`src/rtl/voice_allocator.sv`:
```
// voice_allocator: polyphony controller mapping note events onto NUM_VOICES voice slices.
// A note-on is given to the lowest-index free voice; failing that, the oldest releasing voice;
// failing that, the oldest held voice is stolen, with its gate dropped for RETRIG_GAP cycles.
//
// Ports:
//   clk, rst      clock, synchronous active-high reset
//   note_valid    event present;  note_ready  event can be accepted (IDLE only)
//   note_on       1 = note-on, 0 = note-off;  note_num  event note number
//   voice_active  per voice: envelope still sounding
//   voice_play    per-voice envelope gate;  voice_note  per-voice note, voice i at [i*NOTE_WIDTH +:]
//   alloc_valid   one-cycle pulse on a note-on commit
//   alloc_voice   index of the last committed voice;  alloc_stole  commit stole a held voice
module voice_allocator #(
   parameter int unsigned NUM_VOICES = 8,
   parameter int unsigned NOTE_WIDTH = 7,
   parameter int unsigned AGE_WIDTH  = 16,
   parameter int unsigned RETRIG_GAP = 2,
   localparam int unsigned IDX_W     = $clog2(NUM_VOICES),
   localparam int unsigned GAP_W     = $clog2(RETRIG_GAP + 1)
) (
   input  logic                             clk,
   input  logic                             rst,
   input  logic                             note_valid,
   output logic                             note_ready,
   input  logic                             note_on,
   input  logic [NOTE_WIDTH-1:0]            note_num,
   input  logic [NUM_VOICES-1:0]            voice_active,
   output logic [NUM_VOICES-1:0]            voice_play,
   output logic [NUM_VOICES*NOTE_WIDTH-1:0] voice_note,
   output logic                             alloc_valid,
   output logic [IDX_W-1:0]                 alloc_voice,
   output logic                             alloc_stole
);

   localparam logic [IDX_W-1:0] LAST_IDX = IDX_W'(NUM_VOICES - 1);
   localparam logic [GAP_W-1:0] GAP_LAST = GAP_W'(RETRIG_GAP - 1);

   typedef enum logic [2:0] {StIdle, StScan, StDecide, StGap, StOff} state_t;

   state_t state, state_next;

   logic [IDX_W-1:0]      scan_idx;
   logic                  cand_valid;
   logic [IDX_W-1:0]      cand_idx;
   logic [1:0]            cand_class;   // 0 free, 1 releasing, 2 held
   logic [AGE_WIDTH-1:0]  cand_age;
   logic [NOTE_WIDTH-1:0] ev_note;
   logic [GAP_W-1:0]      gap_cnt;
   logic [AGE_WIDTH-1:0]  age [NUM_VOICES];

   logic       dup_hit;
   logic [1:0] scan_class;
   logic       scan_replace;
   logic       accept;
   logic       start_scan;
   logic       steal_start;
   logic       commit;
   logic       commit_steal;

   // A note-on whose note is already gated on some voice is dropped.
   always_comb begin
      dup_hit = 1'b0;
      for (int unsigned i = 0; i < NUM_VOICES; i++) begin
         if (voice_play[i] && (voice_note[i*NOTE_WIDTH +: NOTE_WIDTH] == note_num)) begin
            dup_hit = 1'b1;
         end
      end
   end

   // Classify the voice under scan and decide whether it beats the current candidate.
   always_comb begin
      scan_class = 2'd0;
      if (voice_play[scan_idx]) begin
         scan_class = 2'd2;
      end else if (voice_active[scan_idx]) begin
         scan_class = 2'd1;
      end
      scan_replace = !cand_valid || (scan_class < cand_class) ||
                     ((scan_class == cand_class) && (scan_class != 2'd0) &&
                      (age[scan_idx] > cand_age));
   end

   // State register
   always_ff @(posedge clk) begin
      if (rst) begin
         state <= StIdle;
      end else begin
         state <= state_next;
      end
   end

   // Next-state logic
   always_comb begin
      state_next = state;
      unique case (state)
         StIdle: begin
            if (note_valid) begin
               if (!note_on) begin
                  state_next = StOff;
               end else if (!dup_hit) begin
                  state_next = StScan;
               end
            end
         end
         StScan:   if (scan_idx == LAST_IDX) state_next = StDecide;
         StDecide: state_next = (cand_class == 2'd2) ? StGap : StIdle;
         StGap:    if (gap_cnt == GAP_LAST) state_next = StIdle;
         StOff:    state_next = StIdle;
         default:  state_next = StIdle;
      endcase
   end

   // Output / control decode
   always_comb begin
      note_ready   = (state == StIdle);
      accept       = note_valid && note_ready;
      start_scan   = accept && note_on && !dup_hit;
      steal_start  = (state == StDecide) && (cand_class == 2'd2);
      commit_steal = (state == StGap) && (gap_cnt == GAP_LAST);
      commit       = ((state == StDecide) && (cand_class != 2'd2)) || commit_steal;
   end

   // Datapath
   always_ff @(posedge clk) begin
      if (rst) begin
         scan_idx    <= '0;
         cand_valid  <= 1'b0;
         cand_idx    <= '0;
         cand_class  <= 2'd0;
         cand_age    <= '0;
         ev_note     <= '0;
         gap_cnt     <= '0;
         voice_play  <= '0;
         voice_note  <= '0;
         alloc_valid <= 1'b0;
         alloc_voice <= '0;
         alloc_stole <= 1'b0;
         for (int unsigned i = 0; i < NUM_VOICES; i++) begin
            age[i] <= '0;
         end
      end else begin
         alloc_valid <= commit;
         alloc_stole <= commit_steal;
         if (commit) begin
            alloc_voice <= cand_idx;
         end

         if (accept) begin
            ev_note <= note_num;
         end

         if (start_scan) begin
            scan_idx   <= '0;
            cand_valid <= 1'b0;
         end else if (state == StScan) begin
            if (scan_idx != LAST_IDX) begin
               scan_idx <= scan_idx + 1'b1;
            end
            if (scan_replace) begin
               cand_valid <= 1'b1;
               cand_idx   <= scan_idx;
               cand_class <= scan_class;
               cand_age   <= age[scan_idx];
            end
         end

         if (steal_start) begin
            gap_cnt <= '0;
         end else if (state == StGap) begin
            gap_cnt <= gap_cnt + 1'b1;
         end

         for (int unsigned i = 0; i < NUM_VOICES; i++) begin
            if (age[i] != '1) begin
               age[i] <= age[i] + 1'b1;
            end
         end
         // Later assignment overrides the increment for the committed voice.
         if (commit) begin
            age[cand_idx] <= '0;
         end

         if (state == StDecide) begin
            voice_note[cand_idx*NOTE_WIDTH +: NOTE_WIDTH] <= ev_note;
         end
         if (steal_start) begin
            voice_play[cand_idx] <= 1'b0;
         end
         if (commit) begin
            voice_play[cand_idx] <= 1'b1;
         end

         if (state == StOff) begin
            for (int unsigned i = 0; i < NUM_VOICES; i++) begin
               if (voice_play[i] && (voice_note[i*NOTE_WIDTH +: NOTE_WIDTH] == ev_note)) begin
                  voice_play[i] <= 1'b0;
               end
            end
         end
      end
   end

endmodule
```
`config.mk`:
```
export PLATFORM = sky130hd
export DESIGN_NAME = voice_allocator
export DESIGN_NICKNAME = d
export VERILOG_FILES = /design/src/rtl/voice_allocator.sv
export SDC_FILE = /design/constraint.sdc
export NUM_CORES = 1
export LEC_CHECK = 0
export ABC_AREA = 1
export CORE_ASPECT_RATIO = 0.7
export CORE_MARGIN = 2
export CORE_UTILIZATION = 45
export DETAILED_ROUTE_END_ITERATION = 8
export PLACE_DENSITY = 0.67
export SLEW_MARGIN = 10
export SYNTH_ARGS = -nofsm -noshare
export SYNTH_HDL_FRONTEND = slang
export SYNTH_SLANG_ARGS = --single-unit
```
`constraint.sdc`:
```
create_clock -name clk -period 4.51 [get_ports clk]
set_clock_uncertainty 0.05 [all_clocks]
set_input_delay 0.902 -clock clk [delete_from_list [all_inputs] [get_ports clk]]
set_output_delay 0.902 -clock clk [all_outputs]
set_load 0.01 [all_outputs]
```
Word level (Yosys, flattened, before mapping). Memory sizes are Yosys's and may differ from the RTL's. A register that Yosys moved wholly into a read port is not among the register bits. Index checks and enable logic that the tools add are counted.

Multiply operators: 1. Order comparisons: 5. Muxes and demuxes: 75. $add $sub $neg: 11. Reduce and logical (&&, ||, !) cells: 38. Bitwise logic cells: 12. Equal/unequal tests: 38. Shifts and indexed selects: 2. Div/mod/pow operators: 0.

Operator list (number): 16-bit by 1-bit adder with 16-bit output, second input constant (8); 16-bit 2-to-1 mux (8); 16-bit != test, second input constant (8); 7-bit == test (16); 56-bit bitwise mux (1); 7-bit by 34-bit variable shift with 56-bit output, first input constant (1); 7-bit by 34-bit variable part select with 56-bit output (1); 1-bit 2-to-1 mux (49); 6-bit negator with 34-bit output (1); 8-bit 2-to-1 mux (4); 1-bit logical AND (25); 3-bit 2-to-1 mux (7); 16-bit > comparator (1); 3-bit case mux with 4 select lines (1); 8-bit bitwise AND (1); 3-bit by 4-bit < comparator with 1-bit output, second input constant (2); 2-bit != test, second input constant (4); 8-bit inverter (1); 1-bit OR (8); 8-bit OR (1); 1-bit binary-select mux with 3-bit select (2); 3-bit by 2-bit == test with 1-bit output, second input constant (2); 3-bit == test, second input constant (2); 3-bit by 3-bit multiplier with 6-bit output, second input constant (1); other kinds (20) (27).

Output and inout bits: 70. Logic and storage cells: 196. Input port bits: 19. Bits in latches: 0. ROM bits: 0. RAM bits: 128. Memories kept: 1. Bits in registers: 106.

Memories: age (words 8, bits a word 16, read ports 9, clocked after memory_dff 1, write ports 9, line 49) `logic [AGE_WIDTH-1:0] age [NUM_VOICES];`.

Logic depth before layout (Yosys ltp).
Word-level depth: 14. Gate-level depth with buffers: 24. Depth with buffers taken out: 22.

Worst setup path after synthesis. OpenSTA, ideal clock, no wires.

Kind: input -> register. From: input port voice_active[3]. To: register cand_idx[0]. Data required time: 4.345 ns. Path slack: 1.955 ns. Path buffers: 1. Arrival: 2.390 ns. Stages on the path: 15. Library setup time: 0.115 ns. Cell sequence: inv_1 -> nand2_1 -> nand3_1 -> nand3_1 -> o21ai_0 -> or2_2 -> ha_1 -> nand2_1 -> nor2_1 -> nand3_1 -> nand2_2 -> buf_6 -> nand3_1 -> nand2_1 -> nor2_1.

Word-level cells in the longest chain between the ends: 9. Elaborated cells between the ends (all ways): 12. Classes of those cells: order compare (1); eq/ne (1); mux (4); reduce/logical (6).

RTL lines: start, declared (line 27) `input logic [NUM_VOICES-1:0] voice_active,`; 1-bit binary-select mux with 3-bit select (*) (line 75) `end else if (voice_active[scan_idx]) begin`; 1-bit 2-to-1 mux (implied by the code) (*) (line 75); 1-bit 2-to-1 mux (*) (line 75); 2-bit 2-to-1 mux (*) (line 73) `if (voice_play[scan_idx]) begin`; 2-bit == test / 2-bit nonzero test (equally long branches) (line 79) `((scan_class == cand_class) && (scan_class != 2'd0) &&`; 1-bit logical AND (2 in a row) (line 79); 1-bit logical OR (*) (line 78) `scan_replace = !cand_valid || (scan_class < cand_class) ||`; 3-bit AND reduction (no source line) (*); end signal, assigned (line 161) `cand_idx <= scan_idx;`; end, declared (line 44) `logic [IDX_W-1:0] cand_idx;`.

Mark *: on every way between the ends. The rest lies on a longest branch, timed or not. The select of a mux whose other input is x is not followed. A chain may end at the register's enable or synchronous reset.

==> qor.yml <==
clocking:
  clock-root-buffer: "clkbuf_16"
  cts_tree: "yes"
  postCtsHoldBufs: 0
  clock_latency_ns: 0.57
  ctsResizeCount: 0
  clock-sinks: 237
  postCtsSetupBuffers: 0
  clockBufferDepth: 3
  cts.htree.levels: 1
  cts.clk_slew.worst_paths_ns: 0.06
  numCtsBuffers: 26
logic_synthesis:
  yosys.area_share.xor_xnor_pct: 2.07
  ys_ff_latch: 237
  ys_dominant_reg_cell: "dfxtp_1"
  synth_area_um2: 14300
  synth_fp_nets: 2253
  synth_fa_ha_area_share_pct: 2.88
  synthMuxAreaShare_pct: 0
  syn_inst: 2201
  synthTopCellsByArea: "dfxtp_1 33%, nand2_1 11%, inv_1 8.3%, a21oi_1 7.5%, o21ai_0 6.3%"
  yosysTopAreaCell: "dfxtp_1"
  synth_top_family_by_area: "simple AND/OR/NAND/NOR gates"
  synthArstFlopShare_pct: 0
  synthDistinctLibCells: 57
  synth_edf_count: 0
  synth_compound_area_share_pct: 20.4
  synth-simple-area-share_pct: 29.7
  yosys_warnings: 0
  syn_avg_cell_area_um2: 6.50
  yosysSeqAreaShare_pct: 33.1
  netlist.area_leader.share_pct: 33.1
global_routing:
  grt_busiest_layer: "met1"
  grt_max_degree: 62
  met1_usage_pct: 43.5
  track_usage_pct: 27.5
  grt_pass1_vias: 13321
  grt_use_met2_pct: 36.9
  grt_antenna_before_repair: 0
  grt_pass1_wl_mm: 73.2
  gr-total-overflow: 0
  use_met3_pct: 6.49
route:
  drt_iter0_markers: 1773
  drc_errors: 0
  postRouteWirelength_mm: 47.3
  via_per_inst: 5.64
  ant_nets: 0
  drt_first_pass_iters: 6
  wl_per_cell_um: 17.6
  vias: 15148
floorplan:
  start_util_pct: 45.9
  core_area_um2: 31200
  rows: 54
  die_area_um2: 33300
  io_pins: 89
  die_w_um: 217
  die_h_um: 153
worst_setup_path:
  crit_slowest_cell: "inv_2"
  cp_data_required_time_ns: 4.96
  worstSetupPathType: "flop to flop"
  path_max_fanout: 47
  cp_cell_sequence: "inv_2 > buf_4 > a21oi_1 > o21ai_1 > nand2_1 > nor2_1 > a31oi_1 > ha_1 > nand2_1 > nor2_1 > nand2_1 > inv_1 > nand2_1 > nand2_1 > nand3_1 > nand2_2 > nand2_2 > nand2_1 > nand2_1 > nor2_1"
  cpMostUsedCell: "nand2_1"
  critPathBufInv: 3
  cp-end-kind: "flop"
  startpoint_type: "flop"
  slowest_delay_ns: 0.50
  crit_family: "simple AND/OR/NAND/NOR gates"
  cp.arrival_ns: 4.17
power:
  power_density_nw_per_um2: 430
  ir_drop_mv: 0.339
  p_leak_nw: 6.70
placement:
  dp_hpwl_mm: 36.2
  place_congestion: 0.994
  io_buffers: 88
sta:
  fin_hold_ws_ns: 0.434
  slew_viol_final: 0
  setup_viol: 0
  relSlewSlack_pct: 39.5
  fin_crit_ns: 3.72
  finalSetupTns_ns: 0
  worst_pin_slew_ns: 0.906
  rsz0062_at_grt: "no"
  fin_crit_sh_pct: 82.5
  timing.fmax_mhz: 269
  final-hold-violation-count: 0
finish:
  area_delta_synth_final_pct: 13.4
  layout_commonest_cell: "nand2_1"
  drive_above_1_share_pct: 6.40
  num_antenna_cells: 0
  final_nets: 2304
  final_cell_mix: "411 x nand2_1, 316 x inv_1, 236 x dfxtp_1"
  fill_cells: 3174
outcome:
  status: "finished, final reports clean"
flow_run:
  drv_cap: 0
worst_hold_path:
  hold_class: "flop to flop"
area by class of cell:
| cell class | instances | area, um2 | share of cell area, % |
|---|---|---|---|
| clock inverter | 3 | 26.3 | 0.162 |
| timing repair buffer | 101 | 978 | 6.03 |
| sequential | 237 | 4750 | 29.2 |
| clock buffer | 37 | 782 | 4.82 |
| inverter | 342 | 1290 | 7.92 |
| tap | 420 | 526 | 3.24 |
| multi-input combinational | 1544 | 7890 | 48.6 |
cell families (layout without fill, tap and decap cells):
logic type,count (synthesis),count (layout)
AO/OA/AOI/OAI,528,528
XOR/XNOR,33,33
adder cells (fa/ha/maj),33,33
buffers and inverters,420,483
flip-flops,237,237
AND/OR/NAND/NOR,950,950
tightest hold or removal path, cell delays in order, from the launching register on:
cell	delay, ns
dfxtp_1	0.33
a21oi_1	0.04
nor2_1	0.08
per-stage QoR:
stage / total power, mW / cell area [um2] / utilization (%) / cells / setup slack [ns]
4_1_cts: 6.94 / 16200 / 52.0 / 2684 / 0.905
2_1_floorplan: 4.20 / 14300 / - / 2201 / 1.96
6_report: 6.97 / 16200 / 52.0 / 2684 / 0.790
3_5_place_dp: 4.86 / 15400 / 49.4 / 2644 / 0.730
3_3_place_gp: 4.82 / 15400 / 49.4 / 2644 / 0.802
5_1_grt: 7.34 / 16200 / 52.0 / 2684 / 0.444
flip-flops by register name, summed over array words and instances (netlist names), named ones only:
name and cells:
ev_note 7, cand_valid 1, alloc_stole 1, alloc_valid 1
voice_play 8, cand_idx 3, scan_idx 3, cand_class 2
cand_age 16, state 3, gap_cnt 2, alloc_voice 3
age 128, voice_note 56
path summary, 6_finish.rpt:
check	from	endpoint	slack, ns	cells past startpoint
hold / removal	cand_age[12]$_SDFFE_PP0P_	cand_age[12]$_SDFFE_PP0P_	0.43	2
setup / recovery	flop	cand_age[3]$_SDFFE_PP0P_	0.79	20
setup reg to reg	flop	cand_age[3]$_SDFFE_PP0P_	0.79	20
hold reg to reg	cand_age[12]$_SDFFE_PP0P_	cand_age[12]$_SDFFE_PP0P_	0.43	2
cells in the mapped netlist (all sizes together) (2+ instances only):
cell type    n
nand2      427
inv        338
nor2       238
dfxtp      237
a21oi      214
o21ai      204
nand3      131
nor3        77
buf         57
nand4       40
ha          33
clkbuf      21
a211oi      19
a31oi       18
nor4        18
xnor2       17
xor2        16
o21a        14
o22ai       14
or2         12
o211ai      10
a221oi       7
a21boi       5
a311oi       4
clkinv       4
o21bai       4
o221ai       4
a31o         2
and2         2
nand3b       2
o2111ai      2
o211a        2
o41ai        2
metal layers:
layer | wire (um) | vias up
li1 | - | 7364
met1 | 22900 | 6986
met2 | 18000 | 723
met3 | 5490 | 73
met4 | 924 | 2
met5 | 62 | -
where the power goes:
group / switching, mW / internal (mW) / total (mW)
Combinational: 1.53 / 0.808 / 2.34
Sequential: 0.260 / 2.29 / 2.55
Clock: 0.898 / 1.19 / 2.09
Note: power is estimated with default switching activity, not from simulation.
